<file path="src/rtl/nibble_packer_ctrl.sv">
// rtl/nibble_packer_ctrl.sv - packs a stream of 4-bit nibbles into 32-bit words with flush/padding
module nibble_packer_ctrl #(
  parameter logic [3:0] PAD_NIBBLE = 4'h0
) (
  input  logic        clk,
  input  logic        resetb,
  input  logic        inEnable,
  input  logic [3:0]  inData,
  input  logic        inValid,
  output logic        outReady,
  input  logic        inFlush,
  output logic [2:0]  outSel,
  output logic [31:0] outData,
  output logic        outValid,
  input  logic        inReady,
  output logic [3:0]  outNibbles,
  output logic        outPadded
);

  typedef enum logic [1:0] {
    IDLE = 2'd0,
    FILL = 2'd1,
    HOLD = 2'd2
  } state_t;

  state_t      state_q;
  logic [2:0]  sel_q;
  logic [31:0] data_q;
  logic        valid_q;
  logic [3:0]  nibbles_q;
  logic        padded_q;

  logic        accept;
  logic [3:0]  fill_cnt_d;
  logic [31:0] wr_word_d;
  logic [31:0] pad_word_d;

  // Upstream handshake; held low while reset is asserted and while a word waits downstream
  assign outReady = resetb & inEnable & (state_q != HOLD);
  assign accept   = inValid & outReady;

  // Word with this cycle's nibble written, and the same word with all later slots padded
  always_comb begin
    fill_cnt_d = {1'b0, sel_q} + {3'b000, accept};
    wr_word_d  = (state_q == IDLE) ? 32'h0 : data_q;
    for (int k = 0; k < 8; k++) begin
      if (accept && (3'(k) == sel_q)) begin
        wr_word_d[31-4*k -: 4] = inData;
      end
    end
    pad_word_d = wr_word_d;
    for (int k = 0; k < 8; k++) begin
      if (4'(k) >= fill_cnt_d) begin
        pad_word_d[31-4*k -: 4] = PAD_NIBBLE;
      end
    end
  end

  // Packing FSM with registered outputs; disable acts as a synchronous clear
  always_ff @(posedge clk or negedge resetb) begin
    if (!resetb) begin
      state_q   <= IDLE;
      sel_q     <= 3'd0;
      data_q    <= 32'h0;
      valid_q   <= 1'b0;
      nibbles_q <= 4'd0;
      padded_q  <= 1'b0;
    end else if (!inEnable) begin
      state_q   <= IDLE;
      sel_q     <= 3'd0;
      data_q    <= 32'h0;
      valid_q   <= 1'b0;
      nibbles_q <= 4'd0;
      padded_q  <= 1'b0;
    end else begin
      case (state_q)
        IDLE, FILL: begin
          if (accept && (sel_q == 3'd7)) begin
            // Eighth nibble closes a full word even if a flush arrives with it
            state_q   <= HOLD;
            data_q    <= wr_word_d;
            nibbles_q <= 4'd8;
            padded_q  <= 1'b0;
            sel_q     <= 3'd0;
            valid_q   <= 1'b1;
          end else if (inFlush && (fill_cnt_d != 4'd0)) begin
            state_q   <= HOLD;
            data_q    <= pad_word_d;
            nibbles_q <= fill_cnt_d;
            padded_q  <= 1'b1;
            sel_q     <= 3'd0;
            valid_q   <= 1'b1;
          end else if (accept) begin
            state_q <= FILL;
            data_q  <= wr_word_d;
            sel_q   <= sel_q + 3'd1;
          end
        end
        HOLD: begin
          if (inReady) begin
            state_q <= IDLE;
            valid_q <= 1'b0;
          end
        end
        default: begin
          state_q <= IDLE;
          sel_q   <= 3'd0;
          valid_q <= 1'b0;
        end
      endcase
    end
  end

  assign outSel     = sel_q;
  assign outData    = data_q;
  assign outValid   = valid_q;
  assign outNibbles = nibbles_q;
  assign outPadded  = padded_q;

endmodule

</file>
<file path="config.mk">
export PLATFORM = sky130hd
export DESIGN_NAME = nibble_packer_ctrl
export DESIGN_NICKNAME = d
export VERILOG_FILES = /design/src/rtl/nibble_packer_ctrl.sv
export SDC_FILE = /design/constraint.sdc
export NUM_CORES = 1
export LEC_CHECK = 0
export CORE_ASPECT_RATIO = 0.6
export CORE_MARGIN = 4
export CORE_UTILIZATION = 45
export CTS_BUF_LIST = sky130_fd_sc_hd__clkbuf_8
export DETAILED_ROUTE_END_ITERATION = 10
export DONT_BUFFER_PORTS = 1
export PLACE_DENSITY = 0.65
export SLEW_MARGIN = 0
export SYNTH_ARGS = -nofsm -noshare
export SYNTH_HDL_FRONTEND = slang
export SYNTH_SLANG_ARGS = --single-unit
</file>
<file path="constraint.sdc">
create_clock -name clk -period 4.19 [get_ports clk]
set_input_delay 0.419 -clock clk [delete_from_list [all_inputs] [get_ports clk]]
set_output_delay 0.419 -clock clk [all_outputs]
set_load 0.02 [all_outputs]
</file>
==> metrics <==
post-synthesis cell type count 51; I/O pin total 52; Leakage 1.21 nW; grt ovf 0; Area growth syn-to-layout 7.96%; GPL Wtd Cong about 0.89; xor/xnor cell area share of the yosys netlist 0.0102; setup_tns 0 ns; root buffer cell clkbuf_8; final core utilization 0.514; via count roughly 1900; design area approximately 2600 um2; first-pass GRT wire length between 10000 and 15000 um; vias per cell between 6 and 7; PortBufs 0; DR WL/cell between 20 and 25 um; top-area cell type share of the netlist area 0.439; minimum clock period around 3.0 ns; Slew Limit Headroom 0.569; critical path arrival 3.20 ns; Clock Tree Buf Depth 2; Clock Skew 0.00634 ns; Detailed Place HPWL 4510 um; die area 6730 um2; Worst path slowest cell dfrtp_1; height of the die 65.2 um; power per cell area around 340 nW/um2; unrepaired setup endpoints after global routing false; Post-synth top cells dfrtp_1, nand2_1, o21ai_0, a21oi_1, nor2b_1; setup bufs post-CTS 0; Crit Path Max Fanout 22; Slew @ Worst Pin 0.647 ns; CTS sink cnt 43; post-synthesis cell count 245; slowest stage delay, CP 0.54 ns; Max VDD drop about 0.13 mV; main combinational cell family by area after synthesis compound AO/OA/AOI/OAI gates; EDFF count, synth 0; PnR Total Power 0.000904 W; later-pin clock latency in the skew report about 0.3 ns; Ys Warns 0; Synth Register Bits 43; DR pass1 iterations 4; worst setup margin 1.18 ns; WS Path Type reg -> reg; Fmax around 0.33 GHz; fraction of registers with async set/reset 1.00; Synth area leaders dfrtp_1, a22o_1, ha_1; Final Setup Violations 0; clock slew at reported path FFs 0.09 ns; max_cap viols 0; Post-DRT Antenna Nets 0; # DRC 0; Primary FF master, synth dfrtp_1; critical path launch point type register; Post-Syn Nets 263; starting density of the core 0.476; Slew Viols, Final 0; compound-gate portion of the synthesized area 0.255; cell area after synthesis 2450 um2; mux share of post-synthesis cell area 0.0372; final period utilization 0.718; CTS Buf Count 5; most frequent cell after synthesis dfrtp_1; CTS tree yes; Hold Violations, Final 0; filler instances 466; Die Wd about 100 um; layout cells sized above 1 0.102; initial antenna violation count 0; post-synthesis sequential area ratio 0.439; fraction of the mapped netlist area in adder cells 0.0408; Post-Synth Simple-Gate Area 0.186; Routed WL 6290 um; Post-Syn Area per Cell 10.0 um2; outcome finished, final reports clean; H-tree Lvls 2; pre-CTS setup slack 1.22 ns; Net count, final ~260; CORE AREA 5150 um2; HP Class in -> reg; Total GRT Usage 0.197; vias in the first global route 1785; required time of the critical path 4.38 ns; crit path cell chain nor2b_2 > nor2_1 > ha_1 > ha_1 > nor2_1 > a31oi_4 > a21oi_2 > buf_4 > a41o_1 > a22o_1; area leader, netlist dfrtp_1; post-CTS sizing 0; row count 20; Inserted Diodes 0; Initial DRC Count 100; largest net degree at the start of global routing 44; Worst setup EP type register; hold buffer count at CTS 2; placed cell areas between 2000 and 2500 um2
## cells in the final DEF (no fill, tap or decap), types with 2 or more instances in the layout
master and n:
a21oi_1 13, nor3b_1 3, o31ai_1 8, a22o_1 12
inv_1 8, nand4_1 3, and2_1 11, clkbuf_8 6
o211ai_1 2, o21ai_1 3, mux2i_1 8, nand2_1 26
nor2b_1 13, a21oi_2 2, o211a_1 2, o21a_1 3
nand3_1 6, a32o_1 5, nor3_1 4, o21ai_2 2
nor2_1 7, dfrtp_1 43, a21o_1 3, and3_1 3
ha_1 8, o21ai_0 14
## state kept, by name, indices dropped and copies added (netlist names)
register	cells
outData	32
outNibbles	4
outSel	3
state_q	2
outPadded	1
outValid	1
## final cells by class
cell class / count / area [um2] / share of cell area
multi-input combinational: 184 / 1300 / 0.490
sequential: 43 / 1080 / 0.406
clock buffer: 6 / 82.6 / 0.0312
tap: 66 / 82.6 / 0.0312
timing repair buffer: 3 / 45.0 / 0.0170
clock inverter: 2 / 35.0 / 0.0132
inverter: 8 / 30.0 / 0.0113
## through the flow
step	hold WS (ns)	instances
2_1_floorplan	0.123	245
3_3_place_gp	0.125	302
3_5_place_dp	0.125	302
4_1_cts	0.225	312
5_1_grt	0.208	312
6_report	0.229	312
## worst max-delay path: cells and delay by family (launching register included)
| family | cells | cell delay (ns) |
|---|---|---|
| AOI/OAI and AO/OA | 4 | 0.84 |
| adders and majority gates | 2 | 0.69 |
| buffers and inverters | 1 | 0.22 |
| DFF | 1 | 0.54 |
| and+or+nand+nor | 3 | 0.60 |
## logic make-up after synthesis
kind of cell             count (synthesis)
AO/OA/AOI/OAI                           80
XOR/XNOR                                 2
adder cells (fa/ha/maj)                  8
buffers and inverters                   18
flip-flops                              43
multiplexers                             9
AND/OR/NAND/NOR                         85
## power breakdown
part / internal, W / switching [W] / total [W]
Sequential: 0.000422 / 0.0000189 / 0.000441
Combinational: 0.0000421 / 0.0000793 / 0.000121
Clock: 0.000193 / 0.000148 / 0.000341
## path summary, 6_finish.rpt
kind	cells past startpoint	slack (ns)	startpoint	end
max reg2reg	10	1.18	state_q[1]	outData[0]
min reg2reg	1	0.64	outPadded	outPadded
min	1	0.23	inEnable	state_q[1]
max	10	1.18	state_q[1]	outData[0]
min in group asynchronous	2	0.62	resetb	state_q[0]
max in group asynchronous	2	3.38	resetb	outData[28]
## routing by layer
layer	vias up	GRT usage	wire, um
met5	-	0	0
met4	0	0.0339	33
met3	5	0.0795	598
met2	76	0.256	2470
met1	904	0.303	3190
li1	894	-	-
Power figures use the tool's default switching activity.
